`src/rtl/peak_interval_timer_pkg.sv`:
```
// Shared definitions for the peak interval timer: controller states, the legal
// NUM_PEAKS range and a constant-evaluable ceil(log2) helper.
package peak_interval_timer_pkg;

    typedef enum logic [1:0] {
        ST_IDLE    = 2'd0,
        ST_ARMED   = 2'd1,
        ST_PUBLISH = 2'd2
    } state_t;

    localparam int NUM_PEAKS_MIN = 2;
    localparam int NUM_PEAKS_MAX = 16;

    function automatic int clog2(input int value);
        int result;
        result = 0;
        while ((1 << result) < value) begin
            result++;
        end
        return result;
    endfunction

endpackage

```
`src/rtl/peak_interval_timer_rise.sv`:
```
// Registered rising-edge detector: rise is high in the first cycle d is seen
// high after having been low (or after reset).
module rise_detect (
    input  logic clk,
    input  logic rst,
    input  logic d,
    output logic rise
);

    logic d_q;

    // NOTE: sequential state is always assigned with <= so every flop samples
    // the pre-edge value of its inputs, independent of statement order.
    always_ff @(posedge clk) begin
        if (rst) begin
            d_q <= 1'b0;
        end else begin
            d_q <= d;
        end
    end

    assign rise = d & ~d_q;

endmodule

```
`src/rtl/peak_interval_timer.sv`:
```
// Times the first NUM_PEAKS peak edges after each piezo ramp edge and publishes
// the intervals (peak k minus peak 0) on an AXI-Stream master with overrun flagging.
module peak_interval_timer
    import peak_interval_timer_pkg::*;
#(
    parameter int DATA_WIDTH = 24,
    parameter int NUM_PEAKS  = 3
) (
    input  logic                                clk,
    input  logic                                rst,
    input  logic                                piezo_ramp_trigger,
    input  logic                                peak_trigger,
    input  logic [DATA_WIDTH-1:0]               holdoff,
    output logic [(NUM_PEAKS-1)*DATA_WIDTH-1:0] m_axis_intervals_tdata,
    output logic                                m_axis_intervals_tvalid,
    input  logic                                m_axis_intervals_tready,
    output logic [clog2(NUM_PEAKS+1)-1:0]       peak_count,
    output logic                                err_timeout,
    output logic                                err_incomplete,
    output logic                                err_overrun
);

    localparam int CNT_W = clog2(NUM_PEAKS + 1);
    localparam int OUT_W = (NUM_PEAKS - 1) * DATA_WIDTH;

    if (NUM_PEAKS < NUM_PEAKS_MIN || NUM_PEAKS > NUM_PEAKS_MAX) begin : g_bad_num_peaks
        $error("peak_interval_timer: NUM_PEAKS must lie in 2..16");
    end

    state_t                  state_q, state_d;
    logic                    ramp_edge, peak_edge;
    logic [DATA_WIDTH-1:0]   counter_q, last_ts_q, since_last;
    logic [DATA_WIDTH-1:0]   ts_q [NUM_PEAKS];
    logic [CNT_W-1:0]        peak_count_q;
    logic [OUT_W-1:0]        tdata_q, intervals;
    logic                    tvalid_q;
    logic                    at_max, accept, last_peak;

    rise_detect u_ramp_rise (
        .clk  (clk),
        .rst  (rst),
        .d    (piezo_ramp_trigger),
        .rise (ramp_edge)
    );

    rise_detect u_peak_rise (
        .clk  (clk),
        .rst  (rst),
        .d    (peak_trigger),
        .rise (peak_edge)
    );

    // A ramp edge always takes priority, so a coincident peak is never timestamped.
    assign at_max     = (counter_q == {DATA_WIDTH{1'b1}});
    assign since_last = counter_q - last_ts_q;
    assign accept     = (state_q == ST_ARMED) && !ramp_edge && !at_max && peak_edge &&
                        ((peak_count_q == '0) || (since_last > holdoff));
    assign last_peak  = (peak_count_q == CNT_W'(NUM_PEAKS - 1));

    always_ff @(posedge clk) begin
        if (rst) begin
            state_q <= ST_IDLE;
        end else begin
            state_q <= state_d;
        end
    end

    // NOTE: every combinational output gets a default first, so no path leaves
    // it unassigned and no latch is inferred.
    always_comb begin
        state_d = state_q;
        case (state_q)
            ST_IDLE:    if (ramp_edge) state_d = ST_ARMED;
            ST_ARMED: begin
                if (ramp_edge)                state_d = ST_ARMED;
                else if (at_max)              state_d = ST_IDLE;
                else if (accept && last_peak) state_d = ST_PUBLISH;
            end
            ST_PUBLISH: state_d = ramp_edge ? ST_ARMED : ST_IDLE;
            default:    state_d = ST_IDLE;
        endcase
    end

    always_comb begin
        err_incomplete = 1'b0;
        err_timeout    = 1'b0;
        err_overrun    = 1'b0;
        if (state_q == ST_ARMED) begin
            err_incomplete = ramp_edge;
            err_timeout    = !ramp_edge && at_max;
        end
        if (state_q == ST_PUBLISH) begin
            err_overrun = tvalid_q && !m_axis_intervals_tready;
        end
    end

    always_comb begin
        intervals = '0;
        for (int k = 1; k < NUM_PEAKS; k++) begin
            intervals[(k-1)*DATA_WIDTH +: DATA_WIDTH] = ts_q[k] - ts_q[0];
        end
    end

    always_ff @(posedge clk) begin
        if (rst) begin
            counter_q    <= '0;
            last_ts_q    <= '0;
            peak_count_q <= '0;
            tdata_q      <= '0;
            tvalid_q     <= 1'b0;
            // NOTE: the timestamp array is a handful of flops, not a RAM, so it
            // can be cleared here like any other register.
            for (int i = 0; i < NUM_PEAKS; i++) begin
                ts_q[i] <= '0;
            end
        end else begin
            if (ramp_edge) begin
                counter_q    <= '0;
                peak_count_q <= '0;
            end else if (state_q == ST_ARMED && !at_max) begin
                counter_q <= counter_q + DATA_WIDTH'(1);
            end

            if (accept) begin
                ts_q[peak_count_q] <= counter_q;
                last_ts_q          <= counter_q;
                peak_count_q       <= peak_count_q + CNT_W'(1);
            end

            // A publish reloads the output even when a transfer happens the same cycle.
            if (state_q == ST_PUBLISH) begin
                tdata_q  <= intervals;
                tvalid_q <= 1'b1;
            end else if (tvalid_q && m_axis_intervals_tready) begin
                tvalid_q <= 1'b0;
            end
        end
    end

    assign m_axis_intervals_tdata  = tdata_q;
    assign m_axis_intervals_tvalid = tvalid_q;
    assign peak_count              = peak_count_q;

endmodule

```
`config.mk`:
```
export PLATFORM = sky130hd
export DESIGN_NAME = peak_interval_timer
export DESIGN_NICKNAME = d
export VERILOG_FILES = /design/src/rtl/peak_interval_timer_pkg.sv /design/src/rtl/peak_interval_timer_rise.sv /design/src/rtl/peak_interval_timer.sv
export SDC_FILE = /design/constraint.sdc
export NUM_CORES = 1
export LEC_CHECK = 0
export CORE_AREA = 5 5 153 155
export DETAILED_ROUTE_END_ITERATION = 8
export DIE_AREA = 0 0 158 160
export DONT_BUFFER_PORTS = 1
export GPL_TIMING_DRIVEN = 0
export HOLD_SLACK_MARGIN = 0.12
export SETUP_SLACK_MARGIN = 0.05
export SYNTH_ARGS = -nofsm -noshare
export SYNTH_HDL_FRONTEND = slang
export SYNTH_SLANG_ARGS = --single-unit
```
`constraint.sdc`:
```
create_clock -name clk -period 5.5 [get_ports clk]
set_input_delay 1.1 -clock clk [delete_from_list [all_inputs] [get_ports clk]]
set_output_delay 1.1 -clock clk [all_outputs]
set_load 0.02 [all_outputs]
```
==> summary.txt <==
Run status
  • Status: finished clean

Setup path
  • Crit-path max FO: 10
  • CP endpoint kind: register
  • Setup crit start kind: register
  • Worst EP arrival: around 5.2 ns
  • Reg2Reg Capture Point: ts_q[1][16]
  • CP startpoint: counter_q[0]
  • Setup crit end: ts_q[1][16]
  • CP max-delay cell: fa_1
  • Reg2Reg Setup Slack: 0.53 ns
  • Crit Path Category: reg -> reg
  • RR Startpoint: counter_q[0]
  • Reg2Reg Depth: 22
  • Worst path required time: about 5.7 ns
  • Worst-path cell chain: inv_1, ha_1, inv_1, fa_1, a211oi_1, o211ai_1, a311oi_2, nor3_1, a2111oi_2, o31ai_1, a21oi_1, xnor2_1, ha_1, nand4_1, nor2_1, nand3_1, a21o_1, a31oi_4, nor3_2, buf_4, buf_6, and3_1
  • CP peak stage delay: ~0.42 ns

Floorplan
  • Initial Util: about half
  • FP Rows: 54
  • Die Area: 25280 um^2
  • Core box area: about 22000 um^2
  • Die W: about 160 um
  • DIE HEIGHT: ~160 um
  • IO Pins: 83

Finish
  • Fin cells: 1498
  • Layout cells sized above 1: under 10%
  • N_diodes: 0
  • Final net count: approximately 1300
  • Area Growth Syn to Fin: 9.101%
  • Fill count: roughly 2000
  • Leading cell type in the layout, fill and taps excluded: nand2_1
  • Commonest non-fill, non-tap cells in the layout: nand2_1, dfxtp_1, ha_1, a21oi_1, inv_1

Clock network
  • Reg clk slew, reported paths: ~0.080 ns
  • H-tree levels: 4
  • Worst-skew pair later-pin latency: 0.44 ns
  • CTS tree: done
  • Sink Count: roughly 180
  • Max clock buf depth: 2
  • Post-CTS Hold Buffers: 0
  • Clock root buffer: clkbuf_16
  • Num CTS Buffers: 17

Synth
  • Area of the mapped netlist: around 11000 um^2
  • Post-synth ARST share: 0%
  • Syn nets: between 1000 and 1500
  • Cell count after synthesis: roughly 1200
  • #FFs+latches synth: approximately 180
  • Post-synth cell types: 74
  • Post-Syn Area per Cell: 9.049 um^2
  • Yosys synthesis warning count: 0
  • Synth Flop Type: dfxtp_1
  • Register area share after synthesis: between 30% and 40%
  • Number of synthesized flops with an enable pin: 72

Drt
  • Met2 wire len: 12060 um
  • # DRC: 0
  • Antenna Nets Post-Route: 0
  • Per-cell routed wire length: roughly 18 um
  • Vias: 8225
  • Vias per cell: approximately 5.5
  • Top Metal Used: met4
  • Wire length on met3: roughly 1300 um
  • Iteration-0 DRC count of the detailed router: 426
  • Initial DRT Pass Iterations: 5
  • Total Wirelength: approximately 27000 um
  • Met1 wire length: between 10000 and 15000 um

Global route
  • Initial antenna violation count: 0
  • GRT overflow: 0
  • First-pass GRT wire length: 42450 um
  • All-Layer GR Usage: around a fifth
  • Largest net degree at the start of global routing: 25
  • Number of global-route vias before repair: about 8000

STA
  • Slew @ Worst Pin: roughly 0.90 ns
  • Hold_ws: between 0.4 and 0.5 ns
  • Slew Limit Fails: 0
  • Final min period: around 5 ns
  • Endpoints failing hold: 0
  • Slew margin rel.: between 30% and 40%
  • RSZ-0062 raised after global routing: false
  • Final worst slack: 0.5254 ns
  • Max Clk Rate: around 200 MHz
  • Clk_skew: 0.01554 ns
  • TNS Setup: 0 ns
  • Period utilisation layout: between 90% and 100%
  • Final setup violation count: 0

Placed design
  • Place WS: -0.1356 ns
  • GPL Wtd Cong: between 0.8 and 0.9
  • PortBufs: 0
  • Placed cell count: approximately 1500
  • Dpl hpwl: 20750 um

Power and ir drop
  • Cell area power density: ~250 nW/um^2
  • Leakage power: about 4.9 nW
  • Pwr Total: a little under 3 mW
  • Max IR drop VDD: 0.1695 mV

Min path
  • Hold Path Class: reg -> reg

Flow run
  • Max Cap Viol: 0
-- stage by stage --
step | cell area (um^2) | util (%)
finish | 11700 | 53.94
global route | 11700 | 53.94
CTS | 11660 | 53.75
detailed placement | 11070 | 51.06
global placement | 11070 | 51.06
floorplan | 10720 | -
-- synth_stat cells, types with 3 or more instances --
cell type / count / area, um^2
nand2_1: 114 / 427.9
dfxtp_1: 103 / 2062
ha_1: 97 / 1214
a21oi_1: 91 / 455.4
inv_1: 90 / 337.8
nor2_1: 81 / 304.0
edfxtp_1: 72 / 2162
and3_1: 59 / 369.1
o21ai_0: 39 / 195.2
a21o_1: 38 / 285.3
nand3_1: 37 / 185.2
xnor2_1: 35 / 306.5
clkbuf_1: 34 / 127.6
xor2_1: 31 / 271.5
and2_1: 30 / 187.7
mux2i_1: 23 / 230.2
nor2b_1: 16 / 100.1
nor3_1: 16 / 80.08
a211oi_1: 15 / 112.6
nand4_1: 15 / 93.84
o21a_1: 15 / 112.6
nand2b_1: 10 / 62.56
a31oi_1: 9 / 56.30
o211ai_1: 9 / 67.56
a211o_1: 7 / 61.31
o31ai_1: 7 / 52.55
nor4_1: 6 / 37.54
or3_1: 6 / 37.54
buf_1: 5 / 18.77
buf_2: 5 / 25.02
o21bai_1: 5 / 37.54
o41ai_1: 5 / 43.79
nor3b_1: 4 / 30.03
a31o_2: 3 / 26.28
and4_1: 3 / 26.28
buf_4: 3 / 22.52
fa_1: 3 / 60.06
-- layout make-up --
cell class	count	area, um^2	area share [%]
well taps	280	350.3	2.995
repair buffers	1	7.507	0.06417
flip-flops and latches	175	4224	36.11
inverters	90	337.8	2.888
multi-input cells	870	5982	51.13
clock inverters	15	156.4	1.337
clock buffers	17	425.4	3.636
plain buffers	50	215.2	1.840
-- per-layer routing --
layer	track usage (%)	vias to the layer above
li1	-	4256
met1	29.77	3786
met2	33.84	160
met3	4.357	23
met4	5.235	0
met5	0	-
-- how the worst min path moves through the flow --
stage,to,start,depth (start not counted)
global placement,last_ts_q[18],last_ts_q[18],2
floorplan,last_ts_q[10],last_ts_q[10],2
CTS,last_ts_q[1],last_ts_q[1],2
detailed placement,last_ts_q[10],last_ts_q[10],2
finish,last_ts_q[7],last_ts_q[7],2
global route,last_ts_q[8],last_ts_q[8],2
-- critical path: cells and delay by family, from the launching register on --
kind / cells / cell delay (ns)
AOI/OAI and AO/OA: 8 / 1.99
xor gates and xnor gates: 1 / 0.09
adders and majority gates: 3 / 0.90
buffers and inverters: 4 / 0.49
DFF: 1 / 0.38
and+or+nand+nor: 6 / 0.86
-- registers in the layout, indices dropped and copies added (netlist names) --
register                 count
ts_q                        72
m_axis_intervals_tdata      48
counter_q                   24
last_ts_q                   24
peak_count                   2
state_q                      2
m_axis_intervals_tvalid      1
u_peak_rise.d_q              1
u_ramp_rise.d_q              1
-- cells by family after synthesis --
family          count (synthesis)  share of synthesized area (%)
simple gates                  414                          19.65
compound gates                267                          16.38
flops                         175                          39.39
buf+inv                       140                          5.157
fa+ha+maj                     100                          11.88
xor+xnor                       66                          5.391
mux                            23                          2.147
-- power breakdown --
group / switching (mW) / total, mW / leakage (nW) / internal (mW)
combinational: 0.218 / 0.349 / 3.00 / 0.131
clock: 0.592 / 1.20 / 0.281 / 0.610
sequential: 0.0146 / 1.39 / 1.58 / 1.37
total: 0.825 / 2.94 / 4.86 / 2.11
-- timing repair --
item	CTS	global route
setup endpoints to repair	48	123
cloned	0	0
setup buffers	0	1
pin swaps	0	2
resized for setup	2	5
Power figures use the tool's default switching activity.
